`src/rtl/alu_shift_seq.sv`:
```
// rtl/alu_shift_seq.sv - variable-amount shift sequencer built on a one-bit-per-op ALU
module alu_shift_seq #(
    parameter int         WIDTH    = 32,
    parameter int         SHAMT_W  = 5,
    parameter logic [3:0] CTRL_SLL = 4'h5,
    parameter logic [3:0] CTRL_SRL = 4'h6
) (
    input  logic               clk,
    input  logic               rst,
    input  logic               start,
    input  logic               dir,
    input  logic [WIDTH-1:0]   operand,
    input  logic [SHAMT_W-1:0] shamt,
    input  logic               flush,
    input  logic [WIDTH-1:0]   pipe_in1,
    input  logic [WIDTH-1:0]   pipe_in2,
    input  logic [3:0]         pipe_ctrl,
    input  logic [WIDTH-1:0]   alu_out,
    output logic [WIDTH-1:0]   alu_in1,
    output logic [WIDTH-1:0]   alu_in2,
    output logic [3:0]         alu_ctrl,
    output logic               stall,
    output logic               busy,
    output logic               done,
    output logic [WIDTH-1:0]   result
);

    typedef enum logic [1:0] {
        IDLE  = 2'd0,
        SHIFT = 2'd1,
        DONE  = 2'd2
    } state_t;

    state_t             state;
    state_t             state_nx;
    logic [WIDTH-1:0]   acc;
    logic [WIDTH-1:0]   result_q;
    logic [SHAMT_W-1:0] count;
    logic               dir_q;
    logic               accept;

    assign accept = start && !flush;

    always_comb begin
        state_nx = state;
        alu_in1  = pipe_in1;
        alu_in2  = pipe_in2;
        alu_ctrl = pipe_ctrl;
        stall    = 1'b0;
        busy     = 1'b0;
        done     = 1'b0;
        case (state)
            IDLE: begin
                if (accept) begin
                    stall    = 1'b1;
                    state_nx = (shamt != '0) ? SHIFT : DONE;
                end
            end
            SHIFT: begin
                alu_in1  = acc;
                alu_in2  = '0;
                alu_ctrl = dir_q ? CTRL_SRL : CTRL_SLL;
                stall    = 1'b1;
                busy     = 1'b1;
                if (flush)
                    state_nx = IDLE;
                else if (count == SHAMT_W'(1))
                    state_nx = DONE;
            end
            DONE: begin
                busy     = 1'b1;
                done     = !flush;
                state_nx = IDLE;
            end
            default: state_nx = IDLE;
        endcase
    end

    // acc already holds the final value in DONE; result_q only commits it when
    // the DONE cycle is not flushed, so an aborted op leaves the old result.
    assign result = (state == DONE) ? acc : result_q;

    always_ff @(posedge clk or posedge rst) begin
        if (rst) begin
            state    <= IDLE;
            acc      <= '0;
            count    <= '0;
            dir_q    <= 1'b0;
            result_q <= '0;
        end else begin
            state <= state_nx;
            case (state)
                IDLE: begin
                    if (accept) begin
                        acc   <= operand;
                        count <= shamt;
                        dir_q <= dir;
                    end
                end
                SHIFT: begin
                    if (!flush) begin
                        acc   <= alu_out;
                        count <= count - SHAMT_W'(1);
                    end
                end
                DONE: begin
                    if (!flush)
                        result_q <= acc;
                end
                default: ;
            endcase
        end
    end

endmodule

```
`config.mk`:
```
export PLATFORM = sky130hd
export DESIGN_NAME = alu_shift_seq
export DESIGN_NICKNAME = d
export VERILOG_FILES = /design/src/rtl/alu_shift_seq.sv
export SDC_FILE = /design/constraint.sdc
export NUM_CORES = 1
export LEC_CHECK = 0
export BUFFER_PORTS_ARGS = -buffer_cell sky130_fd_sc_hd__buf_2
export CORE_UTILIZATION = 45
export CTS_CLUSTER_DIAMETER = 30
export CTS_CLUSTER_SIZE = 25
export DETAILED_ROUTE_END_ITERATION = 6
export PLACE_DENSITY = 0.83
export RECOVER_POWER = 25
export SLEW_MARGIN = 30
export SYNTH_ARGS = -nofsm -noshare
export SYNTH_HDL_FRONTEND = slang
export SYNTH_SLANG_ARGS = --single-unit
export TNS_END_PERCENT = 5
```
`constraint.sdc`:
```
create_clock -name clk -period 2.8 [get_ports clk]
set_input_delay 0.28 -clock clk [delete_from_list [all_inputs] [get_ports clk]]
set_output_delay 0.28 -clock clk [all_outputs]
set_load 0.02 [all_outputs]
```
==> metrics.cfg, run 1 <==
[worst_setup_path]
category_of_the_most_critical_setup_path=flip-flop to primary output
arrival_ps=2200
worst_ep_required_time_ps=2520
start_kind=flip-flop
endpoint_kind_of_the_worst_setup_timing_path=primary output
critPathMaxFanout=71

[cts]
cts_root_buf=clkbuf_8
cts-htree-levels=3
cts_resized=0
setup_buffers_after_cts=0
clock_sinks=72
clk_pin_slew_worst_paths_ps=70
tritoncts=yes
clk_path_buf_depth=2
ctsHoldBuffers=0
tritoncts.num_buffers=9
clk-insertion-delay-late_ps=350

[synthesis]
synthesis.instances=387
synth.area.mux_share=0.336
yosys.area_share.xor_xnor=0
combinational_family_with_the_most_area_after_synthesis=multiplexers
post_synth_instance_area_mm2=0.00432
library_cell_with_the_largest_summed_area_after_synthesis=dfrtp_1
synth_top_area_frac=0.417
ys_async_sr_fraction=1.00
synth.yosys.seq_area_share=0.417
post_synth_simple_gate_area=0.0828
yosys_warnings=0
compound_gate_fraction_of_synth_area=0.104
synthesis.nets=534
synth_enable_flop_cells=0
syn_area_per_cell_um2=11.2
post_synth_fa_ha_maj_area_fraction=0.0145
yosysMostFrequentCell=mux2_2
post_synth_main_area_contributors=dfrtp_1 (42%), mux2_2 (26%), mux2i_1 (8.1%), nor2b_1 (5.4%), o21ai_0 (4.3%)
postSynthRegisterBits=72
post_synth_num_cell_types=34
synthTopCellsByCount=mux2_2 (98), dfrtp_1 (72), nor2b_1 (37), o21ai_0 (37), mux2i_1 (35)
dominantRegCellSynth=dfrtp_1

[sta]
slew_viol_final=73
max_clock_freq_mhz=403
rsz_0062_raised_after_global_routing=false
worst_margin_slew_ps=1750
slew_headroom=-0.168
layout_worst_path_cycle_share=0.885
setup_viol=0
setup_slack_ps=321
finalClockSkew_ps=15.3
count_of_final_hold_check_violations=0
hold-worst-slack_ps=186
period_needed_ps=2480
setup_tns_ps=0

[floorplan]
chipHeight_um=100
floorplan.die_area_mm2=0.0100
std_cell_rows=35
chipWidth_um=100
floorplan.initialDensity=0.466
floorplan.core_area_mm2=0.00928
pin_count=245

[job]
max_cap_violations=1

[placed_design]
dpl_worst_slack_ps=575
placed_cells=737
dp_hpwl_um=8760
io_buffer_count=244
finalWeightedCongestion=0.827

[global_route]
antenna_violations_before_repair=0
total_routing_resource_utilization_after_global_routing=0.235
grt_pass1_wl_um=18300
first_global_vias=3863
congestion_overflow_gr=0
maximum_number_of_pins_on_one_net_before_global_route_repair=73

[power_and_ir_drop]
static_power_due_to_leakage_nw=2.88
ir_worst_vdd_mv=0.418
power.density_cell_area_mw_per_mm2=1140

[drt]
drt_iter0_markers=95
total_wire_length_um=11600
drt_pre_antenna_iters=4
postRouteAntennaNets=0
wire_per_inst_um=15.3
detail_route.drc_violations=0
vias_per_cell=5.14
routed-via-count=3871

[final_layout]
nets=766
layout-drive-gt1-share=0.606
finalNonFillerCells=753
antenna_diode_instance_count=0
final_core_utilization=0.636
layout-area-overhead-vs-synth_pct=36.5

[hold_path]
hp-class=input port to flip-flop

[status]
failed_checks=capacitance limit, slew limit
outcome=finished, violations left

[power by group]
group,internal (mW),total [mW],switching [mW]
combinational,1.70,3.83,2.13
clock,0.617,1.01,0.390
sequential,1.53,1.91,0.381
[worst paths after layout]
check	from	to	slack (ps)	depth (start not counted)
max	state[1]$_DFFE_PP0P_	alu_in1[31]	320	5
min	dir	dir_q$_DFFE_PP0P_	190	2
max reg2reg	state[0]$_DFFE_PP0P_	acc[31]$_DFFE_PP0P_	610	6
min reg2reg	result_q[0]$_DFFE_PP0P_	result_q[0]$_DFFE_PP0P_	510	1
max in group asynchronous	rst	result_q[29]$_DFFE_PP0P_	1220	3
min in group asynchronous	rst	result_q[7]$_DFFE_PP0P_	550	3
[area by class of cell]
| type | instances | area (µm²) |
|---|---|---|
| inverters | 7 | 26.3 |
| multi-input cells | 275 | 2360 |
| clock inverters | 5 | 104 |
| repair buffers | 254 | 1310 |
| fillers | 811 | 3380 |
| flip-flops and latches | 72 | 1800 |
| well taps | 129 | 161 |
| clock buffers | 11 | 141 |
[through the flow]
stage | power [mW] | area (µm²)
4_1_cts | 6.82 | 5920
5_1_grt | 7.19 | 5900
2_1_floorplan | 4.63 | 4320
6_report | 6.75 | 5900
3_3_place_gp | 5.65 | 5670
3_5_place_dp | 5.80 | 5670
[state kept, by name (all words and copies together), names as in the netlist]
signal,count
acc,32
result_q,32
count,5
state,2
dir_q,1
[worst max-delay path, stage by stage (launching register included)]
cell	delay [ps]
dfrtp_1	410
inv_1	120
ha_4	380
buf_12	340
mux2_2	390
buf_2	160
[kinds of logic after synthesis]
group | after synthesis
AO/OA/AOI/OAI | 80
AND/OR/NAND/NOR | 57
multiplexers | 133
buffers and inverters | 40
flip-flops | 72
adder cells (fa/ha/maj) | 5
[cell usage in the layout, fill, tap and decap left out, types with 2 or more instances in the layout]
| cell | n |
|---|---|
| o21ai_0 | 37 |
| nand2_1 | 2 |
| nor2_1 | 3 |
| ha_1 | 3 |
| o31ai_1 | 2 |
| mux2_2 | 98 |
| nand2b_1 | 3 |
| clkbuf_8 | 10 |
| buf_2 | 244 |
| nor3_1 | 3 |
| nor2b_1 | 36 |
| a31oi_1 | 2 |
| mux2i_1 | 34 |
| inv_1 | 7 |
| o21ai_1 | 30 |
| buf_4 | 8 |
| nor3b_1 | 2 |
| dfrtp_1 | 72 |
| bufinv_16 | 3 |
[layer usage]
| metal | global-route usage | vias up | routed length, µm |
|---|---|---|---|
| met1 | 0.274 | 1860 | 4570 |
| met5 | 0 | - | 0 |
| met4 | 0.0858 | 0 | 181 |
| li1 | - | 1841 | - |
| met2 | 0.434 | 155 | 6200 |
| met3 | 0.0362 | 15 | 597 |
No activity file was read; power rests on OpenSTA's default activity.
==> run 2, diff against run 1 <==
Settings changed: CORE_UTILIZATION 45 to 41, PLACE_DENSITY 0.83 to 0.8.
Clock period 2.8 ns to 2.1 ns, I/O delays scaled along.
==> metrics.cfg, run 2 (synthesis results as in run 1) <==
[drt]
drt_pre_antenna_iters=7  ; +3
wire_per_inst_um=15.2  ; -0.99%
vias_per_cell=5.04  ; -1.9%
postRouteAntennaNets=0  ; unchanged
total_wire_length_um=11700  ; +0.98%
routed-via-count=3872  ; +0.026%
drt_iter0_markers=140  ; +47%
detail_route.drc_violations=2  ; +2

[sta]
rsz_0062_raised_after_global_routing=true
worst_margin_slew_ps=1240  ; -508 ps
finalClockSkew_ps=8.43  ; -6.84 ps
period_needed_ps=2030
hold-worst-slack_ps=100  ; -86.2 ps
slew_viol_final=0  ; -100%
max_clock_freq_mhz=492
count_of_final_hold_check_violations=0  ; unchanged
setup_viol=0  ; unchanged
setup_slack_ps=66.6  ; -254 ps
slew_headroom=0.170  ; +0.338
layout_worst_path_cycle_share=0.968

[cts]
cts_root_buf=clkbuf_8
cts-htree-levels=3  ; unchanged
tritoncts=yes
tritoncts.num_buffers=9  ; unchanged
clock_sinks=72  ; unchanged
clk_path_buf_depth=2  ; unchanged
clk-insertion-delay-late_ps=340  ; about the same
clk_pin_slew_worst_paths_ps=70  ; about the same
ctsHoldBuffers=0  ; unchanged

[final_layout]
most-common-layout-cells=buf_2 (245), mux2_2 (98), dfrtp_1 (72), o21ai_0 (37), nor2b_1 (36)
multi_input_area_mm2=0.00237  ; +0.53%
layout-drive-gt1-share=0.614  ; +0.00815
nets=774  ; +1.0%
register_area_mm2=0.00180  ; unchanged
final_core_utilization=0.587  ; -0.0492
fillCellCount=910  ; +12%
biggestRegsByFlops=acc (32), result_q (32), count (5)
layout-area-overhead-vs-synth_pct=39.4
layout.cells.most_common=buf_2
antenna_diode_instance_count=0  ; unchanged

[floorplan]
floorplan.initialDensity=0.421  ; -0.0450
std_cell_rows=37  ; +5.7%
chipHeight_um=105  ; +4.7%
chipWidth_um=105  ; +4.7%
floorplan.core_area_mm2=0.0103  ; +11%
floorplan.die_area_mm2=0.0110  ; +9.6%
pin_count=245  ; unchanged

[global_route]
use_met3=0.0399  ; +0.00371
grt_pass1_wl_um=19100  ; +4.9%
grt-busiest-layer=met2
maximum_number_of_pins_on_one_net_before_global_route_repair=40  ; -45%
congestion_overflow_gr=0  ; unchanged
met2_usage=0.394  ; -0.0409
first_global_vias=4026  ; +4.2%
total_routing_resource_utilization_after_global_routing=0.220  ; -0.0150
antenna_violations_before_repair=0  ; unchanged
grt_util_met1=0.262  ; -0.0115

[worst_setup_path]
cpPeakStageDelay_ps=430  ; +20 ps
start_kind=flip-flop
worst_ep_required_time_ps=1890  ; -630 ps
arrival_ps=1820  ; -380 ps
endpoint_kind_of_the_worst_setup_timing_path=primary output
critPathMaxFanout=39  ; -45%
cpMaxStageDelayCell=dfrtp_1
crit_chain=inv_2 > ha_4 > buf_12 > mux2_2 > buf_2
category_of_the_most_critical_setup_path=flip-flop to primary output

[status]
failed_checks=DRC
outcome=finished, violations left

[placed_design]
dpl_worst_slack_ps=159  ; -416 ps
dp_hpwl_um=8700  ; -0.72%
io_buffer_count=244  ; unchanged
finalWeightedCongestion=0.796  ; -3.8%

[power_and_ir_drop]
static_power_due_to_leakage_nw=2.93  ; +2.0%
power_total_mw=9.23  ; +37%
power.density_cell_area_mw_per_mm2=1530  ; +34%
ir_worst_vdd_mv=0.747  ; +79%

[hold_path]
hp-class=input port to flip-flop

[job]
max_cap_violations=0  ; -1

==> run 2: changes by cell type in the layout (fill, tap and decap cells not counted), sizes merged <==
cell | previous run | this run
bufbuf | 0 | 1
buf | 253 | 260
==> run 2: area by class of cell <==
class | count | share of cell area
Sequential cell | 72 | 0.299
Tap cell | 136 | 0.0282
Clock buffer | 11 | 0.0235
Timing Repair Buffer | 262 | 0.234
Multi-Input combinational cell | 275 | 0.394
Clock inverter | 5 | 0.0172
Inverter | 7 | 0.00436
==> run 2: repair_timing <==
action	CTS	global route
cloned	1	0
setup buffers	2	0
resized for setup	1	6
endpoints found under the setup margin	67	51
==> run 2: stage by stage <==
step           instances  TNS, ps  area [µm²]
2_1_floorplan        387        0        4320
3_3_place_gp         749        0        5730
3_5_place_dp         749        0        5730
4_1_cts              768    -74.5        6030
5_1_grt              768    -24.4        6030
6_report             768        0        6030
==> run 2: power breakdown <==
group	switching (mW)	internal [mW]
logic	2.91	2.45
registers	0.502	2.04
clock network	0.513	0.822
total	3.93	5.31
==> run 2: layer usage <==
layer / share of wire / up-vias
met5: 0 / -
met4: 0.014 / 0
met3: 0.059 / 15
met2: 0.52 / 160
met1: 0.41 / 1839
li1: - / 1858
==> run 2: path summary, 6_finish.rpt <==
kind / cells past startpoint / slack (ps) / endpoint / start
worst min-delay path: 2 / 100 / dir_q$_DFFE_PP0P_ / dir
worst max register to register: 6 / 210 / count[4]$_DFFE_PP0P_ / state[0]$_DFFE_PP0P_
min in group asynchronous: 2 / 190 / result_q[15]$_DFFE_PP0P_ / rst
worst min register to register: 1 / 500 / result_q[17]$_DFFE_PP0P_ / result_q[17]$_DFFE_PP0P_
max in group asynchronous: 3 / 430 / result_q[18]$_DFFE_PP0P_ / rst
worst max-delay path: 5 / 70 / alu_in1[26] / state[1]$_DFFE_PP0P_
==> run 2: critical path, delay by kind of cell (launching register included) <==
family,cells,cell delay [ps]
buffers and inverters,3,500
DFF,1,430
muxes,1,370
adders and majority gates,1,170
==> run 3, diff against run 2 <==
Settings changed: CORE_MARGIN set to 2, TNS_END_PERCENT 5 to 50.
==> metrics.cfg, run 3 (synthesis results as in run 1) <==
[status]
outcome=complete, no violations

[placed_design]
dp_hpwl_um=8790  ; +1.0%
io_buffer_count=244  ; unchanged
dpl-instance-area_mm2=0.00572  ; -0.13%
dpl_worst_slack_ps=151  ; -8.64 ps
placed_cells=748  ; -0.13%
finalWeightedCongestion=0.745  ; -6.4%

[cts]
tritoncts.num_buffers=9  ; unchanged
cts_root_buf=clkbuf_8
clk_path_buf_depth=2  ; unchanged
tritoncts=yes
clk-insertion-delay-late_ps=330  ; about the same
cts-htree-levels=3  ; unchanged
clk_pin_slew_worst_paths_ps=70  ; about the same
clock_sinks=72  ; unchanged

[worst_setup_path]
arrival_ps=1830  ; about the same
critPathMaxFanout=24  ; -38%
category_of_the_most_critical_setup_path=flip-flop to primary output
endpoint_kind_of_the_worst_setup_timing_path=primary output
worst_ep_required_time_ps=1890  ; about the same
start_kind=flip-flop

[floorplan]
floorplan.core_area_mm2=0.0103  ; unchanged
chipWidth_um=107  ; +1.9%
floorplan.initialDensity=0.421  ; unchanged
chipHeight_um=107  ; +1.9%
pin_count=245  ; unchanged
floorplan.die_area_mm2=0.0114  ; +3.9%
std_cell_rows=37  ; unchanged

[drt]
drt_pre_antenna_iters=4  ; -3
total_wire_length_um=11900  ; +1.8%
postRouteAntennaNets=0  ; unchanged
wire_per_inst_um=15.5  ; +1.8%
routed-via-count=3897  ; +0.65%
detail_route.drc_violations=0  ; -2
drt_iter0_markers=118  ; -16%
vias_per_cell=5.07  ; +0.65%

[final_layout]
biggestRegsByFlops=acc (32), result_q (32), count (5)
layout.cells.most_common=buf_2
layout-area-overhead-vs-synth_pct=38.3
final_design_area_no_fill_mm2=0.00598  ; -0.77%
most-common-layout-cells=buf_2 (244), mux2_2 (98), dfrtp_1 (72), o21ai_0 (37), nor2b_1 (36)
nets=775  ; +0.13%
antenna_diode_instance_count=0  ; unchanged
finalNonFillerCells=768  ; unchanged
final_core_utilization=0.582  ; -0.00450
layout-drive-gt1-share=0.608  ; -0.00633

[sta]
setup_tns_ps=0  ; unchanged
worst_margin_slew_ps=978  ; -265 ps
finalClockSkew_ps=10.5  ; +2.11 ps
period_needed_ps=2040  ; +2.61 ps
hold-worst-slack_ps=103  ; +3.48 ps
rsz_0062_raised_after_global_routing=true
max_clock_freq_mhz=491  ; -0.13%
setup_viol=0  ; unchanged
setup_slack_ps=64.0  ; -2.61 ps
slew_viol_final=0  ; unchanged
slew_headroom=0.347  ; +0.177
count_of_final_hold_check_violations=0  ; unchanged
layout_worst_path_cycle_share=0.970  ; +0.00124

[global_route]
grt_pass1_wl_um=18000  ; -5.8%
total_routing_resource_utilization_after_global_routing=0.198  ; -0.0219
maximum_number_of_pins_on_one_net_before_global_route_repair=51  ; +28%
antenna_violations_before_repair=0  ; unchanged
first_global_vias=3863  ; -4.0%
congestion_overflow_gr=0  ; unchanged

[power_and_ir_drop]
static_power_due_to_leakage_nw=2.90  ; -0.96%
ir_worst_vdd_mv=0.640  ; -14%
power_total_mw=8.86  ; -4.0%
power.density_cell_area_mw_per_mm2=1480  ; -3.3%

[job]
max_cap_violations=0  ; unchanged

[hold_path]
hp-class=input port to flip-flop

[run 3: cell types whose count changed in the layout (fill, tap and decap cells not counted), sizes merged]
| cell | change |
|---|---|
| bufinv | -3 |
| buf | -2 |
| clkinvlp | +1 |
| bufbuf | -1 |
| clkbuf | +3 |
| dlygate4sd3 | +1 |
| clkinv | +1 |
[run 3: final timing paths]
kind,startpoint,endpoint,slack [ps],cells after the start
worst min-delay path,dir,dir_q$_DFFE_PP0P_,100,2
min in group asynchronous,rst,result_q[17]$_DFFE_PP0P_,640,3
worst max-delay path,state[1]$_DFFE_PP0P_,alu_in1[16],60,5
worst min register to register,result_q[14]$_DFFE_PP0P_,result_q[14]$_DFFE_PP0P_,500,1
worst max register to register,state[0]$_DFFE_PP0P_,count[4]$_DFFE_PP0P_,90,6
max in group asynchronous,rst,result_q[7]$_DFFE_PP0P_,310,4
[run 3: where the power goes]
part | switching, mW | leakage (nW) | internal [mW] | total, mW
registers | 0.508 | 0.896 | 2.04 | 2.55
logic | 2.92 | 1.93 | 2.48 | 5.40
clock network | 0.495 | 0.0789 | 0.417 | 0.913
total | 3.93 | 2.90 | 4.94 | 8.86
[run 3: area by class of cell]
class	count	area (µm²)
timing repair buffer	263	1460
inverter	7	26.3
clock inverter	4	22.5
sequential	72	1800
multi-input combinational	275	2370
fill	919	4300
clock buffer	11	131
tap	136	170
[run 3: critical path, stage by stage, from the launching register on]
cell and delay (ps):
dfrtp_1 430, inv_1 140, ha_4 210, buf_16 180, mux2_2 360, buf_2 160
[run 3: what timing repair did]
action | CTS | global route
hold endpoints to repair | 23 | 0
pin swaps | 0 | 0
resized for setup | 0 | 8
gates cloned | 0 | 2
buffers inserted | 0 | 2
endpoints found under the setup margin | 34 | 81
hold buffers | 1 | 0
[run 3: routing by layer]
metal,vias up,part of all wire,track usage
met5,-,0,0
met4,0,0.011,0.0529
met3,12,0.056,0.0334
met2,148,0.51,0.353
met1,1874,0.42,0.246
li1,1863,-,-
